$ cat src/rtl/scaler_pkg.sv
// scaler_pkg: shared constants, FSM states and helpers for the scaler parameter calculator.
// Optional build macro SCALER_PARAM_CALC_ROUND_EN selects round-half-up scale factors.
package scaler_pkg;
   localparam int SF_BITWIDTH      = 24;
   localparam int SF_FRAC_BITWIDTH = 20;
   localparam logic [SF_BITWIDTH-1:0] SF_ONE = 24'h10_0000;
   localparam logic [SF_BITWIDTH-1:0] SF_SAT = 24'hFF_FFFF;
   localparam int ERR_ZERO = 0;
   localparam int ERR_OVF  = 1;
`ifdef SCALER_PARAM_CALC_ROUND_EN
   localparam bit ROUND_EN = 1'b1;
`else
   localparam bit ROUND_EN = 1'b0;
`endif
   typedef enum logic [2:0] {ST_IDLE, ST_CHK, ST_DIV_H, ST_DIV_V, ST_DONE} state_t;
   function automatic int clog2(input int v);
      int r = 0;
      for (int i = 0; i < 31; i++) if ((1 << i) < v) r = i + 1;
      return r;
   endfunction
endpackage

$ cat src/rtl/scaler_div_serial.sv
// scaler_div_serial: restoring serial divider computing (dividend << FRAC_W) / divisor,
// one quotient bit per cycle; with ROUND an extra half-LSB bit is produced and the
// result is rounded half-up with saturation. The caller must guarantee the true quotient
// fits in Q_W bits, so the leading integer iterations are folded into the initial remainder.
module scaler_div_serial #(
   parameter int DVD_W  = 12,
   parameter int DVS_W  = 12,
   parameter int Q_W    = 24,
   parameter int FRAC_W = 20,
   parameter bit ROUND  = 1'b0
) (
   input  logic             i_clk,
   input  logic             i_rst_n,
   input  logic             i_start,
   input  logic [DVD_W-1:0] i_dividend,
   input  logic [DVS_W-1:0] i_divisor,
   output logic [Q_W-1:0]   o_quot,
   output logic             o_done
);
   localparam int N     = Q_W + int'(ROUND);
   localparam int INT_W = Q_W - FRAC_W;
   localparam int CNT_W = $clog2(N + 1);
   logic [DVS_W-1:0] r_rem;
   logic [DVS_W-1:0] r_dvs;
   logic [N-1:0]     r_bits;
   logic [N-1:0]     r_q;
   logic [CNT_W-1:0] r_cnt;
   logic [DVS_W:0]   w_trial;
   logic [DVS_W:0]   w_diff;
   logic             w_qbit;
   logic [N-1:0]     w_qfull;
   assign w_trial = {r_rem, r_bits[N-1]};
   assign w_diff  = w_trial - {1'b0, r_dvs};
   assign w_qbit  = (w_trial >= {1'b0, r_dvs});
   assign w_qfull = {r_q[N-2:0], w_qbit};
   assign o_done  = (r_cnt == CNT_W'(1));
   generate
      if (ROUND) begin : g_rnd
         assign o_quot = (&w_qfull[N-1:1]) ? '1 : w_qfull[N-1:1] + Q_W'(w_qfull[0]);
      end else begin : g_trn
         assign o_quot = w_qfull;
      end
   endgenerate
   // load operands on start, otherwise shift in one quotient bit per cycle while counting down
   always_ff @(posedge i_clk or negedge i_rst_n)
      if (!i_rst_n) begin
         r_rem  <= '0;
         r_dvs  <= '0;
         r_bits <= '0;
         r_q    <= '0;
         r_cnt  <= '0;
      end else if (i_start) begin
         r_rem  <= DVS_W'(i_dividend >> INT_W);
         r_dvs  <= i_divisor;
         r_bits <= {i_dividend[INT_W-1:0], {(N-INT_W){1'b0}}};
         r_q    <= '0;
         r_cnt  <= CNT_W'(N);
      end else if (r_cnt != '0) begin
         r_rem  <= DVS_W'(w_qbit ? w_diff : w_trial);
         r_bits <= r_bits << 1;
         r_q    <= w_qfull;
         r_cnt  <= r_cnt - CNT_W'(1);
      end
endmodule

$ cat src/rtl/scaler_param_calc.sv
// scaler_param_calc: latches source/destination sizes on start and computes scale mode and
// Q20 H/V scale factors with one time-shared serial divider (SCALER_PARAM_CALC_ROUND_EN via scaler_pkg).
module scaler_param_calc
   import scaler_pkg::*;
#(
   parameter int IMG_H_MAX      = 3840,
   parameter int IMG_V_MAX      = 2160,
   parameter int IMG_H_BITWIDTH = clog2(IMG_H_MAX),
   parameter int IMG_V_BITWIDTH = clog2(IMG_V_MAX)
) (
   input  logic                      core_clk,
   input  logic                      core_rst_n,
   input  logic                      start,
   input  logic [IMG_H_BITWIDTH-1:0] in_src_h,
   input  logic [IMG_V_BITWIDTH-1:0] in_src_v,
   input  logic [IMG_H_BITWIDTH-1:0] in_des_h,
   input  logic [IMG_V_BITWIDTH-1:0] in_des_v,
   output logic [IMG_H_BITWIDTH-1:0] arg_src_h,
   output logic [IMG_V_BITWIDTH-1:0] arg_src_v,
   output logic [IMG_H_BITWIDTH-1:0] arg_des_h,
   output logic [IMG_V_BITWIDTH-1:0] arg_des_v,
   output logic                      arg_mode,
   output logic [SF_BITWIDTH-1:0]    arg_hsf,
   output logic [SF_BITWIDTH-1:0]    arg_vsf,
   output logic                      busy,
   output logic                      done,
   output logic [1:0]                err
);
   localparam int DW    = (IMG_H_BITWIDTH > IMG_V_BITWIDTH) ? IMG_H_BITWIDTH : IMG_V_BITWIDTH;
   localparam int INT_W = SF_BITWIDTH - SF_FRAC_BITWIDTH;
   localparam int HC_W  = IMG_H_BITWIDTH + INT_W;
   localparam int VC_W  = IMG_V_BITWIDTH + INT_W;
   state_t                    r_state;
   logic [IMG_H_BITWIDTH-1:0] r_src_h, r_des_h;
   logic [IMG_V_BITWIDTH-1:0] r_src_v, r_des_v;
   logic [SF_BITWIDTH-1:0]    r_hq, r_vq;
   logic                      w_zh, w_zv, w_oh, w_ov;
   logic                      w_div_start, w_div_done;
   logic [DW-1:0]             w_dvd, w_dvs;
   logic [SF_BITWIDTH-1:0]    w_quot;
   // zero destination wins over overflow on the same axis; ratio >= 16 cannot fit Q20 in 24 bits
   assign w_zh = (r_des_h == '0);
   assign w_zv = (r_des_v == '0);
   assign w_oh = !w_zh && (HC_W'(r_src_h) >= (HC_W'(r_des_h) << INT_W));
   assign w_ov = !w_zv && (VC_W'(r_src_v) >= (VC_W'(r_des_v) << INT_W));
   assign w_div_start = (r_state == ST_CHK) || ((r_state == ST_DIV_H) && w_div_done);
   assign w_dvd = (r_state == ST_CHK) ? DW'(r_src_h) : DW'(r_src_v);
   assign w_dvs = (r_state == ST_CHK) ? DW'(r_des_h) : DW'(r_des_v);
   scaler_div_serial #(
      .DVD_W (DW),
      .DVS_W (DW),
      .Q_W   (SF_BITWIDTH),
      .FRAC_W(SF_FRAC_BITWIDTH),
      .ROUND (ROUND_EN)
   ) u_div (
      .i_clk     (core_clk),
      .i_rst_n   (core_rst_n),
      .i_start   (w_div_start),
      .i_dividend(w_dvd),
      .i_divisor (w_dvs),
      .o_quot    (w_quot),
      .o_done    (w_div_done)
   );
   // control FSM: latch, classify, divide H then V, then publish all results in one cycle
   always_ff @(posedge core_clk or negedge core_rst_n)
      if (!core_rst_n) begin
         r_state   <= ST_IDLE;
         r_src_h   <= '0;
         r_src_v   <= '0;
         r_des_h   <= '0;
         r_des_v   <= '0;
         r_hq      <= '0;
         r_vq      <= '0;
         arg_src_h <= '0;
         arg_src_v <= '0;
         arg_des_h <= '0;
         arg_des_v <= '0;
         arg_mode  <= 1'b0;
         arg_hsf   <= SF_ONE;
         arg_vsf   <= SF_ONE;
         busy      <= 1'b0;
         done      <= 1'b0;
         err       <= '0;
      end else begin
         done <= 1'b0;
         case (r_state)
            ST_IDLE: if (start) begin
               r_src_h <= in_src_h;
               r_src_v <= in_src_v;
               r_des_h <= in_des_h;
               r_des_v <= in_des_v;
               busy    <= 1'b1;
               r_state <= ST_CHK;
            end
            ST_CHK: r_state <= ST_DIV_H;
            ST_DIV_H: if (w_div_done) begin
               r_hq    <= w_quot;
               r_state <= ST_DIV_V;
            end
            ST_DIV_V: if (w_div_done) begin
               r_vq    <= w_quot;
               r_state <= ST_DONE;
            end
            ST_DONE: begin
               arg_src_h     <= r_src_h;
               arg_src_v     <= r_src_v;
               arg_des_h     <= r_des_h;
               arg_des_v     <= r_des_v;
               arg_mode      <= (r_des_h > r_src_h) || (r_des_v > r_src_v);
               arg_hsf       <= (w_zh || w_oh) ? SF_SAT : r_hq;
               arg_vsf       <= (w_zv || w_ov) ? SF_SAT : r_vq;
               err[ERR_ZERO] <= w_zh || w_zv;
               err[ERR_OVF]  <= w_oh || w_ov;
               done          <= 1'b1;
               busy          <= 1'b0;
               r_state       <= ST_IDLE;
            end
            default: r_state <= ST_IDLE;
         endcase
      end
endmodule

$ cat config.mk
export PLATFORM = sky130hd
export DESIGN_NAME = scaler_param_calc
export DESIGN_NICKNAME = d
export VERILOG_FILES = /design/src/rtl/scaler_pkg.sv /design/src/rtl/scaler_div_serial.sv /design/src/rtl/scaler_param_calc.sv
export SDC_FILE = /design/constraint.sdc
export NUM_CORES = 1
export LEC_CHECK = 0
export ABC_AREA = 1
export ABC_CLOCK_PERIOD_IN_PS = 3700
export BUFFER_PORTS_ARGS = -buffer_cell sky130_fd_sc_hd__buf_4
export CAP_MARGIN = 20
export CORE_ASPECT_RATIO = 0.6
export CORE_MARGIN = 2
export CORE_UTILIZATION = 61
export CTS_CLUSTER_DIAMETER = 150
export DETAILED_ROUTE_END_ITERATION = 12
export GPL_TIMING_DRIVEN = 0
export HOLD_SLACK_MARGIN = 0.06
export PLACE_DENSITY = 0.84
export SETUP_SLACK_MARGIN = 0.05
export SYNTH_ARGS = -nofsm -noshare
export SYNTH_HDL_FRONTEND = slang
export SYNTH_SLANG_ARGS = --single-unit
export TNS_END_PERCENT = 100
$ cat constraint.sdc
create_clock -name core_clk -period 3.7 [get_ports core_clk]
set_input_delay 0.74 -clock core_clk [delete_from_list [all_inputs] [get_ports core_clk]]
set_output_delay 0.74 -clock core_clk [all_outputs]
set_load 0.05 [all_outputs]
; ---- Word level (Yosys, flattened, before mapping)
; Index checks and enable logic that the tools add are counted.
[totals]
reg_bits = 276
word_cells = 79
in_bits = 51
out_inout_bits = 101
[op_classes]
eq_ne = 8
muxes = 20
n_reduce_logical = 22
addsub = 2
magnitude_cmp = 5
[ops]
columns = op, n
row1 = 24-bit two-way mux, 4
row2 = 12-bit two-way mux, 5
row3 = 23-bit two-way mux, 2
row4 = 12-bit by 16-bit >= comparator with 1-bit output, 2
row5 = 12-bit > comparator, 2
row6 = 12-bit zero test, 2
row7 = 13-bit by 12-bit >= comparator with 1-bit output, 1
row8 = 3-bit case mux with 4 select lines, 1
row9 = 12-bit subtractor, 1
row10 = 5-bit two-way mux, 2
row11 = 3-bit two-way mux, 3
row12 = 2-bit AND reduction, 4
row13 = "3-bit by 2-bit == test with 1-bit output, second input constant", 2
row14 = 1-bit logical OR, 6
row15 = "2-bit inequality test, second input constant", 3
row16 = "5-bit by 1-bit == test with 1-bit output, second input constant", 1
row17 = 5-bit nonzero test, 1
row18 = "5-bit by 1-bit subtractor with 5-bit output, second input constant", 1
row19 = 2-bit nonzero test, 2
row20 = "3-bit by 1-bit == test with 1-bit output, second input constant", 1
row21 = "3-bit == test, second input constant", 1
row22 = 1-bit logical AND, 3
row23 = 3-bit zero test, 1
row24 = 3-bit AND reduction, 1
row25 = other kinds (3), 5

; ---- Longest topological paths before layout
[logic_depth]
depth_word = 5
mapped_depth = 13

; ---- Hierarchy
; A second synthesis with hierarchy kept.
[hier_totals]
hier_cells = 1424
area_unflattened_um2 = 12092.8
[modules_own_cells]
columns = mod, n_inst, area_each_um2, cells_each
row1 = scaler_param_calc, 1, 8887.3, 1020
row2 = scaler_div_serial, 1, 3205.6, 404

; ---- Worst setup path after synthesis
; No wires, ideal clock.
[synth_timing]
path_kind = flip-flop to flip-flop
start = register u_div.r_bits[23]
end = register u_div.r_rem[10]
path_stages_with_launch = 12
synth_period_minus_slack_ns = 1.826
arrival_time_ns = 1.710
setup_time_ns = 0.116
t_required_ns = 3.584
path_slack_ns = 1.874
path_cell_list = dfrtp_1 -> inv_1 -> ha_1 -> fa_1 -> o21ai_0 -> nand2_1 -> nand2_1 -> nand2_1 -> nand3_1 -> nand3_1 -> nand2_1 -> nand2_1
[synth_between]
elab_chain_cells = 4
elab_cells_between_ends = 5
classes_between = add/sub (1) / order compare (1) / mux (3)
[synth_lines]
columns = element, line
row1 = from (decl), scaler_div_serial.sv:25  ; logic [N-1:0] r_bits;
row2 = from (signal assigned), scaler_div_serial.sv:55  ; r_bits <= {i_dividend[INT_W-1:0], {(N-INT_W){1'b0}}};
row3 = from (signal assigned), scaler_div_serial.sv:60  ; r_bits <= r_bits << 1;
row4 = 12-bit subtractor / 13-bit by 12-bit >= comparator with 1-bit output (equally long branches), "scaler_div_serial.sv:33, scaler_div_serial.sv:34"
row5 = 12-bit two-way mux *, scaler_div_serial.sv:59  ; r_rem <= DVS_W'(w_qbit ? w_diff : w_trial);
row6 = 12-bit two-way mux *, scaler_div_serial.sv:58  ; end else if (r_cnt != '0) begin
row7 = 12-bit two-way mux *, scaler_div_serial.sv:52  ; end else if (i_start) begin
row8 = to (signal assigned), scaler_div_serial.sv:53  ; r_rem <= DVS_W'(i_dividend >> INT_W);
row9 = to (signal assigned), scaler_div_serial.sv:59
row10 = to (decl), scaler_div_serial.sv:23  ; logic [DVS_W-1:0] r_rem;
; Mark *: on every way between the ends. The rest lies on a longest branch, timed or not. The select of a mux whose other input is x is not followed.
; A chain may end at the register's enable or synchronous reset.

; ---- Worst setup path in the final report
[layout_timing]
start = register r_des_v[7]
end = register arg_vsf[13]
[layout_between]
elab_chain_cells = 5
elab_cells_between_ends = 6
classes_between = order compare (1) / mux (1) / reduce/logical (4)
[layout_lines]
columns = element, line
row1 = from (decl), scaler_param_calc.sv:35  ; logic [IMG_V_BITWIDTH-1:0] r_src_v, r_des_v;
row2 = from (signal assigned), scaler_param_calc.sv:91  ; r_des_v <= in_des_v;
row3 = branches (longest 3 deep; another with 12-bit by 16-bit >= comparator with 1-bit output), n/a
row4 = 1-bit logical OR *, scaler_param_calc.sv:111  ; arg_vsf <= (w_zv || w_ov) ? SF_SAT : r_vq;
row5 = 24-bit two-way mux *, scaler_param_calc.sv:111
row6 = to (signal assigned), scaler_param_calc.sv:111
row7 = to (decl), scaler_param_calc.sv:24  ; output logic [SF_BITWIDTH-1:0] arg_vsf,
; Every way passes the cells marked *.

==> results.md <==
- Run status: complete, no violations
- Period Utilization, post-route: 70.1%
- Total wire length: 33300 µm
- Distinct cells, synth: 41
- Clk slew on worst S/H paths: 0.07 ns
- Setup Fix Bufs, Post-CTS: 0
- Cell area power density: roughly 370 nW/µm²
- Die area: roughly 20000 µm²
- Max_slew headroom: between 50% and 60%
- Maxcap violations: 0
- Synth top area share: 54.3%
- Post-CTS resize count: 0
- Hold Path Class: primary input to async pin
- CTS tree: done
- Max Root-Sink Buffers: 3
- Initial antenna violation count: 0
- DRC Markers: 0
- Final #Nets: 1602
- Syn avg cell area: 8.89 µm²
- Wire length on met3: 4280 µm
- Max-slew violations: 0
- Critical path launch point type: flip-flop
- Critical Path RT: about 4.1 ns
- RSZ-0062 raised after global routing: no
- Num ports: 152
- DRT met1 WL: between 10000 and 15000 µm
- # hold bufs at CTS: 0
- Final Non-Filler Cells: 1757
- H-tree Lvls: 1
- Inst Count DP: 1717
- Top cells by count, synth: dfrtp_1 (254), nand2_1 (235), inv_1 (152)
- Min Hold Slack: approximately 0.16 ns
- Highest Clock Rate: 385 MHz
- Met2 WL: 13800 µm
- Pre-Repair DR Iteration Count: 7
- Critical path class: flip-flop to flip-flop
- Final Core Density: 73.5%
- Post-DR vias/cell: 5.88
- Synth Instances: between 1000 and 1500
- Routability congestion estimate from global placement: 0.964
- Synth Flop Type: dfrtp_1
- Top Metal Used: met4
- GRT Overall Usage: 33.5%
- Setup crit end kind: flip-flop
- First DRT Iteration DRCs: 1286
- Net Count, Synth: 1424
- Vias: 10300
- Most frequent cell after synthesis: dfrtp_1
- Antenna Violating Nets Remaining: 0
- Synthesized area: approximately 12000 µm²
- Clk sink count: 256
- Global-route wire length before repair: 53300 µm
- N_diodes: 0
- Post-synth ARST share: 100%
- Synth area leaders: dfrtp_1 (54%), nand2_1 (7.5%), ha_1 (5.8%)
- EDFF count, synth: 0
- Die Y: 111 µm
- Clock Latency Late Sink: 0.52 ns
- Peak supply drop: roughly 310 µV
- DP Area: 13200 µm²
- Largest net degree at the start of global routing: 99
- Rows: 39
- Yosys warning total: 0
- Least-Margin Pin Slew: 0.681 ns
- Crit path DAT: ~3 ns
- Core area: 18900 µm²
- CTS Root Buffer Type: clkbuf_16
- Lkg Pwr: 7.34 nW
- Share of layout cells above drive strength 1: 16.1%
- Min Clock Period, post-route: between 2 and 3 ns
- # port buffers: 151
- Cell taking the most area after synthesis: dfrtp_1
- Vias in the first global route: 10000
- Area grow syn2layout: 18.8%
- Die X: 183 µm
- Skew final: 0.0219 ns
- Final Cell Area: 13900 µm²
- Total gr overflow: 0
- Synth Register Bits: approximately 260
- Sequential fraction of the synthesis area: 54.7%
- Final HPWL from detailed placement: about 25000 µm
- Drt wl/cell: 19.0 µm
- Reg2Reg Depth: 10
- Crit Path Max Fanout: 10
- TritonCTS buffer count: 23
- Final hold vios: 0
- Setup TNS: 0 ns
- Final setup viols: 0
- Initial core utilization: 61.9%
area by class of cell:
class	count	area, µm²
Tap cell	246	308
Multi-Input combinational cell	841	4390
Clock inverter	9	73.8
Fill cell	1357	5020
Buffer	60	307
Timing Repair Buffer	153	1200
Sequential cell	256	6410
Clock buffer	31	626
Inverter	161	604
registers in the layout, indices dropped and copies added, names as in the netlist, 4 cells and up:
name and count:
arg_des_h 12, arg_des_v 12, arg_hsf 24, arg_src_h 12, arg_src_v 12, arg_vsf 24
r_des_h 12, r_des_v 12, r_hq 24, r_src_h 12, r_src_v 12, r_vq 24
u_div.r_bits 4, u_div.r_cnt 5, u_div.r_dvs 12, u_div.r_q 23, u_div.r_rem 12
placed cells by master, fill, tap and decap left out, types with 5 or more instances in the layout:
cell       instances
dfrtp_1          254
nand2_1          235
inv_1            152
nor2_1           151
buf_4            151
a21oi_1          126
o21ai_0          119
ha_1              54
nand3_1           40
clkbuf_1          33
o22ai_1           24
clkbuf_16         23
buf_2             20
nand4_1           18
o211ai_1          16
o21ai_1           10
inv_2              9
nor3_1             8
buf_6              7
clkinv_2           7
buf_1              5
cell families (layout without fill, tap and decap cells):
logic type	after synthesis	in the layout	share of synthesized area, %
AOI/OAI and AO/OA	309	309	14.2
and+or+nand+nor	473	473	17.1
adders and majority gates	55	55	5.94
xor gates and xnor gates	4	4	0.299
DFF	256	256	54.7
buffers and inverters	221	414	7.78
per-layer routing:
metal / global-route usage, % / vias to the layer above
li1: - / 4671
met1: 51.6 / 5032
met2: 46.5 / 565
met3: 11.5 / 66
met4: 6.51 / 0
met5: 0 / -
final timing paths:
check | from | endpoint | slack [ns]
worst max-delay path | r_des_v[7] | arg_vsf[13] | 1.10
max in group asynchronous | core_rst_n | r_hq[2] | 2.66
worst max register to register | r_des_v[7] | arg_vsf[13] | 1.10
worst min-delay path | core_rst_n | arg_des_v[7] | 0.16
worst min register to register | r_vq[0] | r_vq[0] | 0.48
min in group core_clk | in_des_v[5] | r_des_v[5] | 0.46
power by group:
group / leakage (nW) / switching, mW / internal [mW]
clock: 0.351 / 1.05 / 1.26
combinational: 3.73 / 0.0626 / 0.0399
sequential: 3.27 / 0 / 2.80
critical path, cell delays in order, from the launching register on:
cell,delay (ns)
dfrtp_1,0.53
inv_1,0.16
ha_1,0.34
nand4_1,0.12
nor2_1,0.08
o21ai_1,0.13
nand3_1,0.16
nor2b_1,0.14
clkbuf_1,0.36
buf_2,0.32
a21oi_1,0.12
stage by stage:
step                      setup slack [ns]  total power, mW
after detailed placement              1.32             2.96
after global routing                 0.988             5.35
final                                 1.10             5.21
after global placement             -0.0928             2.95
after CTS                             1.26             5.21
after floorplan                       1.87             2.85
Power figures use the tool's default switching activity.
